$ cat src/rtl/dice_roll_sequencer_if.sv
// Signal bundle between the dice roll sequencer, the button pad, the value counter
// and the LED encoder.
interface dice_roll_sequencer_if;
    logic       Roll;
    logic [2:0] DiceValue;
    logic       Step;
    logic [2:0] DispValue;
    logic       Blank;
    logic       Rolling;
    logic       Error;

    modport master (
        input  Roll,
        input  DiceValue,
        output Step,
        output DispValue,
        output Blank,
        output Rolling,
        output Error
    );

    modport slave (
        output Roll,
        output DiceValue,
        input  Step,
        input  DispValue,
        input  Blank,
        input  Rolling,
        input  Error
    );
endinterface

$ cat src/rtl/dice_roll_sequencer.sv
// Sequences one roll of the electronic die: debounced Roll button, stepping while held,
// slow-down after release, result display and blanking after an idle timeout.
module dice_roll_sequencer #(
    parameter int CW          = 16,
    parameter int DEB_CYCLES  = 4,
    parameter int ROLL_DIV    = 3,
    parameter int NUM_SLOW    = 3,
    parameter int SHOW_CYCLES = 20
) (
    input logic                   Clock,
    input logic                   nReset,
    dice_roll_sequencer_if.master dice
);

    typedef enum logic [1:0] {
        SLEEP,
        SHOW,
        ROLL,
        SLOW
    } state_t;

    localparam logic [CW-1:0] ONE       = CW'(1);
    localparam logic [CW-1:0] DEB_LAST  = CW'(DEB_CYCLES - 1);
    localparam logic [CW-1:0] ROLL_LAST = CW'(ROLL_DIV - 1);
    localparam logic [CW-1:0] ROLL_STEP = CW'(ROLL_DIV);
    localparam logic [CW-1:0] SLOW_LAST = CW'(NUM_SLOW);
    localparam logic [CW-1:0] SHOW_LAST = CW'(SHOW_CYCLES - 1);

    logic          rollMeta;
    logic          rollSync;
    logic          debLevel;
    logic [CW-1:0] debCount;
    logic          debToggle;
    logic          pressEvt;
    logic          releaseEvt;

    state_t        state;
    logic [CW-1:0] timer;
    logic [CW-1:0] slowTarget;
    logic [CW-1:0] slowIndex;
    logic          stepReg;
    logic          blankReg;
    logic          rollingReg;

    logic          stepDly;
    logic [2:0]    dispReg;
    logic          errorReg;

    function automatic logic [CW-1:0] satInc(input logic [CW-1:0] v);
        return (v == '1) ? v : v + ONE;
    endfunction

    // Press/release fire on the same edge the debounced level flips, so the FSM
    // reacts 2+DEB_CYCLES cycles after the raw button changes.
    assign debToggle  = (rollSync != debLevel) && (debCount == DEB_LAST);
    assign pressEvt   = debToggle && rollSync;
    assign releaseEvt = debToggle && !rollSync;

    always_ff @(posedge Clock or negedge nReset) begin
        if (!nReset) begin
            rollMeta <= 1'b0;
            rollSync <= 1'b0;
            debLevel <= 1'b0;
            debCount <= '0;
        end else begin
            rollMeta <= dice.Roll;
            rollSync <= rollMeta;
            if (rollSync == debLevel) begin
                debCount <= '0;
            end else if (debToggle) begin
                debLevel <= ~debLevel;
                debCount <= '0;
            end else begin
                debCount <= satInc(debCount);
            end
        end
    end

    // slowTarget holds k*ROLL_DIV for the pending slow-down step k.
    always_ff @(posedge Clock or negedge nReset) begin
        if (!nReset) begin
            state      <= SLEEP;
            timer      <= '0;
            slowTarget <= '0;
            slowIndex  <= '0;
            stepReg    <= 1'b0;
            blankReg   <= 1'b1;
            rollingReg <= 1'b0;
        end else begin
            stepReg <= 1'b0;
            case (state)
                SLEEP: begin
                    if (pressEvt) begin
                        state      <= ROLL;
                        timer      <= '0;
                        blankReg   <= 1'b0;
                        rollingReg <= 1'b1;
                    end
                end
                SHOW: begin
                    if (pressEvt) begin
                        state      <= ROLL;
                        timer      <= '0;
                        rollingReg <= 1'b1;
                    end else if (timer == SHOW_LAST) begin
                        state    <= SLEEP;
                        timer    <= '0;
                        blankReg <= 1'b1;
                    end else begin
                        timer <= satInc(timer);
                    end
                end
                ROLL: begin
                    if (timer == ROLL_LAST) begin
                        stepReg <= 1'b1;
                        timer   <= '0;
                    end else begin
                        timer <= satInc(timer);
                    end
                    if (releaseEvt) begin
                        state      <= SLOW;
                        timer      <= '0;
                        slowTarget <= ROLL_STEP;
                        slowIndex  <= ONE;
                    end
                end
                SLOW: begin
                    if (timer == slowTarget - ONE) begin
                        stepReg <= 1'b1;
                        timer   <= '0;
                        if (slowIndex == SLOW_LAST) begin
                            state      <= SHOW;
                            rollingReg <= 1'b0;
                        end else begin
                            slowIndex  <= satInc(slowIndex);
                            slowTarget <= slowTarget + ROLL_STEP;
                        end
                    end else begin
                        timer <= satInc(timer);
                    end
                end
                default: begin
                    state      <= SLEEP;
                    timer      <= '0;
                    blankReg   <= 1'b1;
                    rollingReg <= 1'b0;
                end
            endcase
        end
    end

    // Sample one cycle after Step so the counter has already advanced.
    always_ff @(posedge Clock or negedge nReset) begin
        if (!nReset) begin
            stepDly  <= 1'b0;
            dispReg  <= 3'd1;
            errorReg <= 1'b0;
        end else begin
            stepDly <= stepReg;
            if (stepDly) begin
                if (dice.DiceValue != 3'd0 && dice.DiceValue != 3'd7) begin
                    dispReg <= dice.DiceValue;
                end else begin
                    errorReg <= 1'b1;
                end
            end
        end
    end

    assign dice.Step      = stepReg;
    assign dice.DispValue = dispReg;
    assign dice.Blank     = blankReg;
    assign dice.Rolling   = rollingReg;
    assign dice.Error     = errorReg;

endmodule

$ cat src/flat_wrapper.sv
// flat-port wrapper written by rule: the top's interface ports become plain ports
module dice_roll_sequencer_flat 
#(
    parameter int CW          = 16,
    parameter int DEB_CYCLES  = 4,
    parameter int ROLL_DIV    = 3,
    parameter int NUM_SLOW    = 3,
    parameter int SHOW_CYCLES = 20
)
  (Clock, nReset, dice_Roll, dice_DiceValue, dice_Step, dice_DispValue, dice_Blank, dice_Rolling, dice_Error);
  dice_roll_sequencer_if dice_i ();
  input logic Clock;
  input logic nReset;
  input wire logic [$bits(dice_i.Roll)-1:0] dice_Roll;
  input wire logic [$bits(dice_i.DiceValue)-1:0] dice_DiceValue;
  output wire logic [$bits(dice_i.Step)-1:0] dice_Step;
  output wire logic [$bits(dice_i.DispValue)-1:0] dice_DispValue;
  output wire logic [$bits(dice_i.Blank)-1:0] dice_Blank;
  output wire logic [$bits(dice_i.Rolling)-1:0] dice_Rolling;
  output wire logic [$bits(dice_i.Error)-1:0] dice_Error;
  assign dice_i.Roll = dice_Roll;
  assign dice_i.DiceValue = dice_DiceValue;
  assign dice_Step = dice_i.Step;
  assign dice_DispValue = dice_i.DispValue;
  assign dice_Blank = dice_i.Blank;
  assign dice_Rolling = dice_i.Rolling;
  assign dice_Error = dice_i.Error;
  dice_roll_sequencer #(.CW(CW), .DEB_CYCLES(DEB_CYCLES), .ROLL_DIV(ROLL_DIV), .NUM_SLOW(NUM_SLOW), .SHOW_CYCLES(SHOW_CYCLES)) u_core (.Clock(Clock), .nReset(nReset), .dice(dice_i));
endmodule
$ cat config.mk
export PLATFORM = sky130hd
export DESIGN_NAME = dice_roll_sequencer_flat
export DESIGN_NICKNAME = d
export VERILOG_FILES = /design/src/rtl/dice_roll_sequencer_if.sv /design/src/rtl/dice_roll_sequencer.sv /design/src/flat_wrapper.sv
export SDC_FILE = /design/constraint.sdc
export NUM_CORES = 1
export LEC_CHECK = 0
export ABC_AREA = 0
export CAP_MARGIN = 30
export CORE_MARGIN = 4
export CORE_UTILIZATION = 45
export CTS_CLUSTER_SIZE = 25
export DETAILED_ROUTE_END_ITERATION = 8
export HOLD_SLACK_MARGIN = 0.05
export PLACE_DENSITY = 0.67
export SLEW_MARGIN = 30
export SYNTH_ARGS = -nofsm -noshare
export SYNTH_HDL_FRONTEND = slang
export SYNTH_SLANG_ARGS = --single-unit
$ cat constraint.sdc
create_clock -name Clock -period 3.89 [get_ports Clock]
set_clock_uncertainty 0.05 [all_clocks]
set_input_delay 0.5835 -clock Clock [delete_from_list [all_inputs] [get_ports Clock]]
set_output_delay 0.5835 -clock Clock [all_outputs]
set_load 0.02 [all_outputs]
==> flow_summary.toml <==
[setup_path]
critical_path.startpoint = "u_core.slowTarget[0]$_DFFE_PN0P_"
critPathCaptureType = "register"
cp_slowest_stage_delay_ns = 0.53
r2r-start = "u_core.slowTarget[0]$_DFFE_PN0P_"
required_ns = 4.13
crit_chain = "inv_1 > ha_1 > nor2b_1 > nand4b_1 > o21ai_0 > nand4_1 > nor4_4 > a31oi_2 > buf_4 > or4_1 > a21oi_1"
crit_fanout = 30
cpLargestDelayFamily = "simple AND/OR/NAND/NOR gates"
arrival_ns = 3.75
cp_slowest_cell = "or4_1"
crit_type = "register to register"
critPathLaunchType = "register"
crit_buf_inv = 2

[floorplan]
rows = 36
die_area_um2 = 12050
initial_core_util_pct = 47.05
core_area_um2 = 9910
die_w_um = 109.8
die_h_um = 109.8
io_pins = 13

[synthesis]
synthAdderAreaFrac_pct = 1.342
synthSimpleGateAreaFrac_pct = 29.74
synth.avg_cell_area_um2 = 8.747
yosysWarningCount = 0
synthCells = 533
ys_ff_latch = 77
ys_async_sr_fraction_pct = 100.0
synth-edff-count = 0
synth_top_family_by_area = "simple AND/OR/NAND/NOR gates"
ys_types = 56
synth.area.mux_share_pct = 0.8857
synth_xor_xnor_area_share_pct = 6.575
yosysSeqAreaShare_pct = 41.38
netlist_area_um2 = 4662
synth_nets = 544
yosys_most_used_dff = "dfrtp_1"
synth_compound_area_share_pct = 16.26

[timing]
grt_setup_unrepaired = "false"
final_max_slew_viol_count = 0
layout_setup_ws_ns = 0.3744
tns_ns = 0
clock.fmax_ghz = 0.2844
period_minus_slack_ns = 3.516
setup_violations = 0
relSlewSlack_pct = 46.48
final_hold_viol_count = 0
worst-slew-pin-transition_ns = 0.7967
timing.hold.ws_ns = 0.1072
finalCritPeriodShare_pct = 90.37

[place]
place_area_um2 = 4888
dp_slack_ns = 0.4173
port_buffers = 12
place_hpwl_um = 7678
gp_congestion = 0.8896

[routing]
vias = 4028
ant_nets = 0
drt_iter0_drc = 360
drc = 0
drt-wirelength-per-cell_um = 15.92
totalWireLength_um = 10680
routed_via_density = 6.003
drtPass1Iterations = 5

[clocking]
clock_tree.root_cell = "clkbuf_8"
cts_tree = "built"
holdBufCountCts = 0
path_clk_slew_ns = 0.08
cts_made_buffers = 9
cts_resized = 0
clock_sinks = 77
cts_buffer_depth = 2
post-cts-setup-buffers = 0
clk_latency_ns = 0.36
htreeDepth = 3

[job]
drv_cap = 0

[grt]
met2_usage_pct = 30.24
grt_max_degree = 48
grt_pass1_wl_um = 18360
met3_usage_pct = 3.523
grt_usage_pct = 19.20
grt_pass1_vias = 3769
grt-ovfl-total = 0
grt_antenna_before_repair = 0
grtUsageMet1_pct = 26.50
top_usage_layer = "met2"

[power_and_ir_drop]
leakagePower_nw = 2.084
pwr_density_cell_nw_per_um2 = 445.3
ir_worst_vdd_v = 0.0004050

[cells_and_area]
mostFrequentLayoutCells = "dfrtp_1 (75), nor2_1 (54), nand3_1 (36)"
drive_above_1_share_pct = 7.249
n_antenna_cell = 0
layout_commonest_cell = "dfrtp_1"
syn_to_final_growth_pct = 9.662
nFillCells = 925
nets = 545
finalCoreUtilization_pct = 51.59
final_area_um2 = 5112

[run_status]
outcome = "completed"

[worst_hold_path]
hold_path_class = "input port to asynchronous set/reset pin"
-- cell type report --
class                      instances  area, µm²  share of cell area, %
clock buffer                      10      137.6                  2.692
clock inverter                     5      83.83                  1.640
inverter                          13      48.80                 0.9545
multi-input combinational        415       2564                  50.15
sequential                        77       1929                  37.74
tap                              133      166.4                  3.255
timing repair buffer              18      182.7                  3.573
-- stage by stage --
step                      power (mW)  instances
final                          2.276        671
after global routing           2.421        671
after global placement         1.577        655
after detailed placement       1.600        656
after floorplan                1.428        533
after CTS                      2.293        671
-- state kept, by name (all words and copies together) (netlist names) --
name,count
u_core.debCount,16
u_core.slowIndex,16
u_core.slowTarget,16
u_core.timer,16
u_core.dice.DispValue,3
u_core.state,2
u_core.debLevel,1
u_core.dice.Blank,1
u_core.dice.Error,1
u_core.dice.Rolling,1
u_core.dice.Step,1
u_core.rollMeta,1
u_core.rollSync,1
u_core.stepDly,1
-- worst paths after layout --
kind,to,slack [ns],cells past startpoint
worst min register to register,u_core.rollSync$_DFF_PN0_,0.31,0
min in group Clock,u_core.rollSync$_DFF_PN0_,0.31,0
max in group asynchronous,u_core.dice.DispValue[0]$_DFFE_PN1P_,3.07,2
worst max-delay path,u_core.slowTarget[10]$_DFFE_PN0P_,0.37,11
worst min-delay path,u_core.timer[12]$_DFFE_PN0N_,0.11,1
worst max register to register,u_core.slowTarget[10]$_DFFE_PN0P_,0.37,11
-- logic make-up after synthesis --
logic type,count (synthesis)
compound gates,120
xor+xnor,35
fa+ha+maj,5
buf+inv,41
flops,77
mux,4
simple gates,251
-- cells in the mapped netlist (11+ instances only) --
cell type	n	area, µm²
nor4_1	11	68.82
a21oi_1	33	165.2
or3_1	15	93.84
nand2_1	36	135.1
dfrtp_1	75	1877
a31oi_1	14	87.58
nor2_1	54	202.7
o21ai_0	27	135.1
nand4_1	19	118.9
xor2_1	18	157.7
nor3_1	17	85.08
and3_1	12	75.07
nand3_1	36	180.2
xnor2_1	17	148.9
inv_1	13	48.80
clkbuf_1	15	56.30
-- report_power, final --
group	internal [mW]	total [mW]	switching [mW]
clock	0.377	0.684	0.307
sequential	0.861	0.949	0.0882
combinational	0.254	0.644	0.390
total	1.49	2.28	0.785
-- per-layer routing --
layer | wire length (µm) | vias to the layer above
met4 | 123 | 0
met5 | 0 | -
met3 | 360 | 10
met1 | 5213 | 1960
met2 | 4983 | 77
li1 | - | 1981
Note: power is estimated with default switching activity, not from simulation.
